**src/rtl/hci_core_wrr_arbiter_ctrl.sv**
```systemverilog
// Weighted round-robin arbitration controller for a shared HCI/TCDM initiator port.
// Picks one of NB_REQ requesters per cycle (zero-latency select/grant), holds the
// winner stable while the shared port stalls, spends per-requester credits to give
// weighted burst shares, and routes the fixed-latency-1 response valid back.
// Optional build macro: HCI_ARB_STARVE_WATCHDOG_EN adds per-requester wait
// counters that promote a requester once it has waited STARVE_TH cycles.
module hci_core_wrr_arbiter_ctrl #(
  parameter int NB_REQ    = 4,
  parameter int WW        = 4,
  parameter int STARVE_TH = 16,
  parameter int IDXW      = $clog2(NB_REQ)
) (
  input  logic                 clk_i,
  input  logic                 rst_ni,
  input  logic                 clear_i,
  input  logic [NB_REQ*WW-1:0] cfg_weight_i,
  input  logic [NB_REQ-1:0]    req_i,
  output logic [NB_REQ-1:0]    gnt_o,
  output logic                 out_req_o,
  input  logic                 out_gnt_i,
  output logic [IDXW-1:0]      sel_o,
  input  logic                 out_r_valid_i,
  output logic [NB_REQ-1:0]    r_valid_o,
  output logic [NB_REQ-1:0]    starve_o
);

  localparam int CNT_W = $clog2(STARVE_TH + 1);

  // State
  logic [WW-1:0]   credit_q [NB_REQ];
  logic [IDXW-1:0] rr_ptr_q;
  logic [IDXW-1:0] winner_q;
  logic            lock_q;
  logic            lock_starve_q;
  logic            hs_q;

  // Next-state / combinational
  logic [WW-1:0]     credit_d    [NB_REQ];
  logic [WW-1:0]     weight_eff  [NB_REQ];
  logic [WW-1:0]     credit_view [NB_REQ];
  logic [NB_REQ-1:0] credit_nz;
  logic [NB_REQ-1:0] elig;
  logic              reload;
  logic [IDXW-1:0]   rr_win;
  logic              rr_found;
  logic [IDXW-1:0]   sel;
  logic              lock_hold;
  logic              lock_d;
  logic              hs;
  logic              starve_any;
  logic [IDXW-1:0]   starve_idx;
  logic              starve_pick;
  logic              win_is_starve;
  logic [WW-1:0]     win_credit_next;
  logic [IDXW-1:0]   rr_ptr_d;

  // Per-requester weight (0 counts as 1), credit status and the credit view used
  // this cycle (weights when every requesting port has run out of credit).
  for (genvar gi = 0; gi < NB_REQ; gi++) begin : g_credit_view
    assign weight_eff[gi]  = (cfg_weight_i[gi*WW +: WW] == '0) ? WW'(1)
                                                               : cfg_weight_i[gi*WW +: WW];
    assign credit_nz[gi]   = (credit_q[gi] != '0);
    assign credit_view[gi] = reload ? weight_eff[gi] : credit_q[gi];
  end

  assign reload = (req_i != '0) && ((req_i & credit_nz) == '0);
  assign elig   = reload ? req_i : (req_i & credit_nz);

  // Cyclic search for the first eligible requester at or after rr_ptr; walking
  // offsets downward lets the smallest offset overwrite the result last.
  always_comb begin
    int idx;
    rr_found = 1'b0;
    rr_win   = '0;
    idx      = 0;
    for (int off = NB_REQ - 1; off >= 0; off--) begin
      idx = int'(rr_ptr_q) + off;
      if (idx >= NB_REQ) idx = idx - NB_REQ;
      if (elig[idx]) begin
        rr_found = 1'b1;
        rr_win   = IDXW'(idx);
      end
    end
  end

`ifdef HCI_ARB_STARVE_WATCHDOG_EN
  logic [CNT_W-1:0] wait_cnt_q [NB_REQ];

  for (genvar gi = 0; gi < NB_REQ; gi++) begin : g_watchdog
    // Count cycles a requester waits without grant; saturate at the threshold.
    always_ff @(posedge clk_i or negedge rst_ni) begin
      if (!rst_ni) begin
        wait_cnt_q[gi] <= '0;
      end else if (clear_i) begin
        wait_cnt_q[gi] <= '0;
      end else if (!req_i[gi] || gnt_o[gi]) begin
        wait_cnt_q[gi] <= '0;
      end else if (wait_cnt_q[gi] != CNT_W'(STARVE_TH)) begin
        wait_cnt_q[gi] <= wait_cnt_q[gi] + 1'b1;
      end
    end
    assign starve_o[gi] = (wait_cnt_q[gi] == CNT_W'(STARVE_TH));
  end

  // Lowest-index starving requester is the promoted candidate.
  always_comb begin
    starve_idx = '0;
    for (int k = NB_REQ - 1; k >= 0; k--) begin
      if (starve_o[k]) starve_idx = IDXW'(k);
    end
  end

  assign starve_any = |starve_o;
`else
  logic unused_starve_th;
  assign unused_starve_th = ^CNT_W'(STARVE_TH);
  assign starve_o   = '0;
  assign starve_any = 1'b0;
  assign starve_idx = '0;
`endif

  // A lock only holds while its owner still requests; if the owner drops req the
  // lock is ignored so no grant is ever steered to an idle requester.
  assign lock_hold   = lock_q && req_i[winner_q];
  assign starve_pick = !lock_hold && starve_any;

  // Winner priority: held lock, then watchdog promotion, then weighted round-robin.
  always_comb begin
    sel = '0;
    if (lock_hold)        sel = winner_q;
    else if (starve_pick) sel = starve_idx;
    else if (rr_found)    sel = rr_win;
  end

  assign out_req_o = |req_i;
  assign hs        = out_req_o & out_gnt_i;
  assign sel_o     = sel;
  assign lock_d    = out_req_o & ~out_gnt_i;

  // Grant and response routing are one-hot decodes of the current/previous winner.
  for (genvar gi = 0; gi < NB_REQ; gi++) begin : g_route
    assign gnt_o[gi]     = hs && (sel == IDXW'(gi));
    assign r_valid_o[gi] = out_r_valid_i && hs_q && (winner_q == IDXW'(gi));
  end

  // Credit after this handshake for the winner; never wraps below zero.
  assign win_is_starve   = lock_hold ? lock_starve_q : starve_pick;
  assign win_credit_next = (credit_view[sel] != '0) ? credit_view[sel] - WW'(1) : '0;

  // Burst continues on the winner while it keeps credit; promoted winners leave
  // the pointer where it was.
  always_comb begin
    rr_ptr_d = rr_ptr_q;
    if (!win_is_starve) begin
      if (win_credit_next != '0)         rr_ptr_d = sel;
      else if (sel == IDXW'(NB_REQ - 1)) rr_ptr_d = '0;
      else                               rr_ptr_d = sel + 1'b1;
    end
  end

  for (genvar gi = 0; gi < NB_REQ; gi++) begin : g_credit
    assign credit_d[gi] = (sel == IDXW'(gi)) ? win_credit_next : credit_view[gi];

    // Credits only move on a handshake (reload plus winner decrement together).
    always_ff @(posedge clk_i or negedge rst_ni) begin
      if (!rst_ni) begin
        credit_q[gi] <= '0;
      end else if (clear_i) begin
        credit_q[gi] <= '0;
      end else if (hs) begin
        credit_q[gi] <= credit_d[gi];
      end
    end
  end

  // Arbitration state: pointer, lock, and the winner/handshake pipeline for responses.
  always_ff @(posedge clk_i or negedge rst_ni) begin
    if (!rst_ni) begin
      rr_ptr_q      <= '0;
      winner_q      <= '0;
      lock_q        <= 1'b0;
      lock_starve_q <= 1'b0;
      hs_q          <= 1'b0;
    end else if (clear_i) begin
      rr_ptr_q      <= '0;
      winner_q      <= '0;
      lock_q        <= 1'b0;
      lock_starve_q <= 1'b0;
      hs_q          <= 1'b0;
    end else begin
      winner_q      <= sel;
      hs_q          <= hs;
      lock_q        <= lock_d;
      lock_starve_q <= win_is_starve;
      if (hs) rr_ptr_q <= rr_ptr_d;
    end
  end

endmodule

```
**config.mk**
```make
export PLATFORM = sky130hd
export DESIGN_NAME = hci_core_wrr_arbiter_ctrl
export DESIGN_NICKNAME = d
export VERILOG_FILES = /design/src/rtl/hci_core_wrr_arbiter_ctrl.sv
export SDC_FILE = /design/constraint.sdc
export NUM_CORES = 1
export LEC_CHECK = 0
export CORE_MARGIN = 2
export CORE_UTILIZATION = 45
export CTS_CLUSTER_DIAMETER = 80
export DETAILED_ROUTE_END_ITERATION = 16
export PLACE_DENSITY = 0.71
export SLEW_MARGIN = 10
export SYNTH_ARGS = -nofsm -noshare
export SYNTH_HDL_FRONTEND = slang
export SYNTH_SLANG_ARGS = --single-unit
```
**constraint.sdc**
```tcl
create_clock -name clk_i -period 9.3 [get_ports clk_i]
set_clock_uncertainty 0.1 [all_clocks]
set_input_delay 1.86 -clock clk_i [delete_from_list [all_inputs] [get_ports clk_i]]
set_output_delay 1.86 -clock clk_i [all_outputs]
set_load 0.05 [all_outputs]
```
==> summary.md, run 1 <==
| Metric | Value |
|---|---|
| Clock-pin slew on the worst setup and hold paths | `0.08 ns` |
| CTS H-Tree Depth | `1` |
| Worst r2r dst | `rr_ptr_q[1]` |
| Mapped Area | `between 2000 and 2500 µm²` |
| Number of diodes | `0` |
| Area growth syn-to-layout | `19.59%` |
| Hold Path Class | `reg2reg` |
| First-pass GRT wire length | `approximately 9400 µm` |
| Crit path max-delay cell type | `clkdlybuf4s50_1` |
| Worst EP required | `between 7 and 8 ns` |
| Post-DP HPWL | `4375 µm` |
| Reg-to-reg slack, setup | `between 4 and 5 ns` |
| Clk_lat worst skew | `around 0.27 ns` |
| Worst R2R Start | `credit_q[10]` |
| Beginning of the worst hold path | `lock_starve_q` |
| Relative max-transition margin | `between 20% and 30%` |
| Share of layout cells above drive strength 1 | `around 7%` |
| DRC viols | `0` |
| Area of the multi-input gates | `approximately 1400 µm²` |
| Post-synth EDFFs | `0` |
| Synth Area in Adders | `3.556%` |
| Initial Util | `between 40% and 50%` |
| Final worst path period need | `approximately 7.3 ns` |
| Most frequent cells after synthesis | `30 x mux2i_1, 23 x dfrtp_1, 23 x nand2_1, 23 x nor2_1, 15 x nor3_1` |
| WHS Endpoint | `lock_starve_q` |
| Core Area | `4384 µm²` |
| Worst path buffer plus inverter count | `3` |
| Setup crit start kind | `primary input` |
| FF/Latch Area | `575.6 µm²` |
| Final setup vio count | `0` |
| Pwr Density | `421.9 nW/µm²` |
| CTS resizes | `0` |
| Worst setup EP type | `output pin` |
| Routed wire length | `~5700 µm` |
| Max rail drop VDD | `229.1 µV` |
| Gate power share | `about 76%` |
| Die Width | `71.92 µm` |
| CTS Buf Count | `3` |
| Clock sink count | `23` |
| Vias in the first global route | `about 1900` |
| Fmax | `0.1373 GHz` |
| Site Rows | `24` |
| Final Hold Fails | `0` |
| Via count | `around 2000` |
| Share of the yosys chip area belonging to registers | `between 20 and 30%` |
| # fillers | `386` |
| Overflow after GRT | `0` |
| Ys Warns | `0` |
| Worst Max-Slew Pin Slew | `around 1.1 ns` |
| Worst EP arrival | `approximately 5.3 ns` |
| Outcome | `completed` |
| Worst-path maximum fanout | `12` |
| Total Routing Usage GR | `approximately a quarter` |
| Most numerous cell in the Yosys netlist | `mux2i_1` |
| Drt pass-1 iters | `4` |
| DRT iter0 DRCs | `141` |
| FF+latch count, synth | `23` |
| Post-layout util | `between 50% and 60%` |
| Clock share of power | `6.0%` |
| Combinational family with the most area after synthesis | `compound AO/OA/AOI/OAI gates` |
| P_sw | `between 0.0005 and 0.0006 W` |
| Final antenna-violating net count | `0` |
| Postcts setup bufs | `0` |
| Area leader, netlist | `dfrtp_1` |
| CP max stage delay | `between 0.7 and 0.8 ns` |
| Largest cells by area after synthesis | `dfrtp_1 28%, mux2i_1 14%, nand2_1 4.2%, nor2_1 4.2%, nor3_1 3.6%` |
| Family with the most delay on the worst path | `buffers and inverters` |
| Min-Delay Path Depth | `2` |
| GPL Wtd Cong | `between 0.9 and 1` |
| RSZ-0062 raised after global routing | `false` |
| Mapped Cells | `~240` |
| Period utilisation layout | `roughly four fifths` |
| Max-Cap Viols | `0` |
| Io pins | `40` |
| Syn Area/Cell | `~8.6 µm²` |
| Vias per cell | `approximately 6.2` |
| Largest net degree at the start of global routing | `26` |
| Critical path class | `in2out` |
| Max-slew violation count | `0` |
| Pleak | `1.006 nW` |
| Port Buffers | `35` |
| Most used cell, CP | `clkdlybuf4s50_1` |
| Longest Clk Path Bufs | `2` |
| Simple-gate share of the synthesized area | `roughly 22%` |
| Post-CTS Hold Fix Bufs | `0` |
| Die Area | `5172 µm²` |
| Flop pwr share | `between 10% and 20%` |
| # nets final | `slightly below 300` |
| Compound-Gate Fraction of Synth Area | `~25%` |
| Setup TNS | `0 ns` |
| Mux cell area share after synthesis | `approximately 16%` |
| Internal power consumption | `about 0.00048 W` |
| Per-cell routed wire length | `between 15 and 20 µm` |
| Most common flop cell mapped by yosys | `dfrtp_1` |
| Synth cell types | `50` |
| Top cell type's share of synthesized area | `27.73%` |
| Synth Area in XOR/XNOR | `0%` |
| Crit path cell chain | `clkdlybuf4s50_1 -> o41ai_2 -> o211a_1 -> o32a_1 -> o31ai_4 -> inv_1 -> ha_1 -> and3_1 -> clkdlybuf4s50_1` |
| Cells on worst reg2reg path | `12` |
| Antenna violations before repair | `0` |
| Switching power share of the total | `54.51%` |
| CTS root buf | `clkbuf_8` |
| CTS tree | `built` |
| Post-synth ARST share | `between 90% and 100%` |
| Die Span Y | `between 70 and 80 µm` |
## logic make-up after synthesis
logic type,Yosys count
muxes,32
buffers and inverters,24
adders and majority gates,6
DFF,23
other,1
AOI/OAI and AO/OA,63
and+or+nand+nor,92
## layout make-up
class	instances	area share, %
repair buffers	38	15.02
multi-input cells	197	56.60
well taps	52	2.621
clock buffers	4	1.815
flip-flops and latches	23	23.19
inverters	5	0.7560
## per-stage QoR
step / power (W) / hold slack (ns) / std cells / setup slack (ns) / cell area [µm²]
finish: 0.001047 / 0.4044 / 319 / 2.014 / 2482
global route: 0.001127 / 0.4575 / 319 / 1.827 / 2482
CTS: 0.001037 / 0.4138 / 319 / 2.024 / 2482
detailed placement: 0.0009700 / 0.3934 / 315 / 2.066 / 2437
global placement: 0.0009714 / 0.3754 / 315 / 2.152 / 2437
floorplan: 0.0007833 / 0.3618 / 244 / 2.989 / 2087
## power groups by stage
stage               clock network (W)  logic [W]  registers (W)
floorplan                           0   0.000620       0.000163
finish                      0.0000627   0.000797       0.000187
CTS                         0.0000633   0.000788       0.000185
detailed placement                  0   0.000783       0.000187
global placement                    0   0.000784       0.000187
global route                0.0000684   0.000866       0.000192
## worst max path at each step
stage / from / end / cells after the start
floorplan: req_i[0] / gnt_o[1] / 8
global placement: req_i[1] / gnt_o[2] / 9
detailed placement: req_i[1] / gnt_o[2] / 9
CTS: req_i[1] / gnt_o[2] / 9
global route: req_i[1] / gnt_o[2] / 9
finish: req_i[1] / gnt_o[2] / 9
## layout by cell type, fill, tap and decap left out, drive strengths merged, types with 3 or more instances in the layout
cell type	count
inv	5
nand2b	5
o22ai	6
nor2	24
o41a	3
nor3	15
conb	4
and3	4
clkbuf	4
ha	5
nand3	3
clkdlybuf4s50	35
o21ai	8
nand2	23
a211oi	5
dfrtp	23
nand4	5
a21oi	14
mux2i	30
buf	3
a31o	4
o41ai	4
o31ai	5
## registers in the layout, indices dropped and copies added (netlist names)
register,cells
lock_q,1
credit_q,16
hs_q,1
winner_q,2
lock_starve_q,1
rr_ptr_q,2
## worst register-to-register path, cell delays in order (launching register included)
cell      delay (ns)
dfrtp_1         0.45
o41ai_2         0.63
nand4_2         0.40
nor2_2          0.71
mux2i_1         0.21
mux2i_1         0.23
mux2i_1         0.13
ha_1            0.36
o311ai_0        0.16
o22ai_1         0.18
maj3_2          0.26
a21oi_1         0.07
a311o_1         0.33
## metal layers
layer  global-route usage (%)  share of wire (%)  vias up  routed length (µm)
li1                         -                  -      965                   -
met1                    34.36                 45      938                2596
met2                    35.60                 46       67                2618
met3                    3.750                7.1       11                 405
met4                    8.805                1.8        0                 104
met5                        0                  0        -                   0
Power figures use the tool's default switching activity.
==> run 2, diff against run 1 <==
clock period = 7.5 ns   (was 9.3 ns; I/O delays follow)
==> run 2 against run 1 <==
Combinational power rose by 23%. Count of clock-buffer cells in the layout did not move. Sequential cell count is the same. Routed wire length is 0.44% lower. Power rose by 24%. Hold slack better by 0.026 ns. Cell count is the same. Critical path depth is the same. Die area is the same. Via count down 1.7%. Largest cell class unchanged.
==> summary.md, run 2 (synthesized netlist as in run 1, its figures left out) <==
| Metric | Value |
|---|---|
| Outcome | `completed` |
| Most frequent cells in the layout | `35 x clkdlybuf4s50_1, 30 x mux2i_1, 23 x nor2_1, 23 x nand2_1, 23 x dfrtp_1` |
| Commonest non-fill, non-tap cell in the layout | `clkdlybuf4s50_1` |
| Design area | `2482 µm² (unchanged)` |
| GPL Wtd Cong | `0.9294 (-2.6%)` |
| Hold Path Class | `reg2reg` |
| Max rail drop VDD | `291.2 µV (+27%)` |
| Initial Util | `47.35% (unchanged)` |
| Worst-path maximum fanout | `12 (unchanged)` |
| Setup TNS | `0 ns (unchanged)` |
| Leading registers by flop count | `credit_q x16, rr_ptr_q x2, winner_q x2` |
| DRC viols | `0 (unchanged)` |
| Period utilisation layout | `between 80% and 90%` |
| # nets final | `298 (unchanged)` |
| Post-CTS Hold Fix Bufs | `0 (unchanged)` |
| Port Buffers | `35 (unchanged)` |
| DRT iter0 DRCs | `94 (-33%)` |
| Largest net degree at the start of global routing | `26 (unchanged)` |
| Postcts setup bufs | `0 (unchanged)` |
| Total Routing Usage GR | `23.26% (-0.39 points)` |
| Max FFs per register | `16 (unchanged)` |
| Place WS | `0.9986 ns (-1.068 ns)` |
| Final worst path period need | `6.551 ns` |
| Worst R2R Start | `credit_q[10]` |
| Drt pass-1 iters | `4 (unchanged)` |
| Pleak | `1.006 nW (unchanged)` |
| Fmax | `0.1526 GHz` |
| CTS H-Tree Depth | `1 (unchanged)` |
| Clock-pin slew on the worst setup and hold paths | `0.08 ns (about the same)` |
| Io pins | `40 (unchanged)` |
| CTS resizes | `0 (unchanged)` |
| Clk_lat worst skew | `0.27 ns (about the same)` |
| Critical path class | `in2out` |
| Relative max-transition margin | `28.58% (-0.25 points)` |
| Beginning of the worst hold path | `lock_starve_q` |
| Vias in the first global route | `1834 (-2.3%)` |
| Final setup vio count | `0 (unchanged)` |
| Antenna violations before repair | `0 (unchanged)` |
| Vias per cell | `6.103 (-1.7%)` |
| Longest Clk Path Bufs | `2 (unchanged)` |
| Worst setup EP type | `output pin` |
| Worst EP arrival | `4.95 ns (-0.38 ns)` |
| Final Hold Fails | `0 (unchanged)` |
| Final worst setup slack | `0.9490 ns (-1.065 ns)` |
| First-pass GRT wire length | `9294 µm (-1.4%)` |
| Max-slew violation count | `0 (unchanged)` |
| Share of layout cells above drive strength 1 | `7.116% (unchanged)` |
| Pwr Density | `522.2 nW/µm² (+24%)` |
| Die Width | `71.92 µm (unchanged)` |
| Die Span Y | `71.92 µm (unchanged)` |
| Per-cell routed wire length | `17.87 µm (-0.44%)` |
| CTS tree | `built` |
| Placement Cell Area | `2437 µm² (unchanged)` |
| Site Rows | `24 (unchanged)` |
| RSZ-0062 raised after global routing | `false` |
| Post-DP HPWL | `4328 µm (-1.1%)` |
| Core Area | `4384 µm² (unchanged)` |
| Worst Max-Slew Pin Slew | `1.068 ns (+0.003747 ns)` |
| Final antenna-violating net count | `0 (unchanged)` |
| Overflow after GRT | `0 (unchanged)` |
| Number of diodes | `0 (unchanged)` |
| CTS root buf | `clkbuf_8` |
| Crit path launch | `req_i[1]` |
| Setup crit start kind | `primary input` |
| Die Area | `5172 µm² (unchanged)` |
| Hold_ws | `0.4301 ns (+0.02570 ns)` |
| Worst EP required | `5.90 ns (-1.44 ns)` |
| Area growth syn-to-layout | `19.59% (unchanged)` |
| CTS Buf Count | `3 (unchanged)` |
| Via count | `1947 (-1.7%)` |
| Clock sink count | `23 (unchanged)` |
| Max-Cap Viols | `0 (unchanged)` |
| Routed wire length | `5699 µm (-0.44%)` |
| Biggest register | `credit_q` |
==> run 2: where the power goes <==
| part | internal (W) | leakage [nW] | switching [W] | total (W) |
|---|---|---|---|---|
| Clock | 0.0000381 | 0.0228 | 0.0000426 | 0.0000806 |
| Combinational | 0.000391 | 0.675 | 0.000593 | 0.000984 |
| Sequential | 0.000162 | 0.308 | 0.0000698 | 0.000232 |
==> run 2: per-stage QoR <==
stage | power (W) | util, % | cells
after floorplan | 0.0009713 | - | 244
after global placement | 0.001200 | 55.59 | 315
after detailed placement | 0.001194 | 55.59 | 315
after CTS | 0.001282 | 56.62 | 319
after global routing | 0.001393 | 56.62 | 319
final | 0.001296 | 56.62 | 319
==> run 2: per-layer routing <==
layer	global-route usage [%]	share of wire (%)	wire length [µm]
met5	0	0	0
met2	34.57	44	2522
met1	35.66	48	2758
met4	7.966	1.7	97
met3	1.806	5.6	320
==> run 2: layout make-up <==
type	count	area, µm²
clock buffers	4	45.04
inverters	5	18.77
repair buffers	38	372.9
flip-flops and latches	23	575.6
fillers	421	1902
multi-input cells	197	1405
well taps	52	65.06
==> run 2: final timing paths <==
path | end | slack, ns | depth (start not counted)
min in group asynchronous | credit_q[7] | 1.70 | 1
max | gnt_o[2] | 0.95 | 9
min | lock_starve_q | 0.43 | 2
max in group asynchronous | hs_q | 4.96 | 1
max reg2reg | rr_ptr_q[1] | 3.22 | 12
min reg2reg | lock_starve_q | 0.43 | 2
==> run 2: worst max-delay path: stages <==
cell             delay [ns]
clkdlybuf4s50_1        0.63
o41ai_2                0.20
o211a_1                0.25
o32a_1                 0.33
o31ai_4                0.56
inv_1                  0.23
ha_1                   0.36
and3_1                 0.19
clkdlybuf4s50_1        0.70
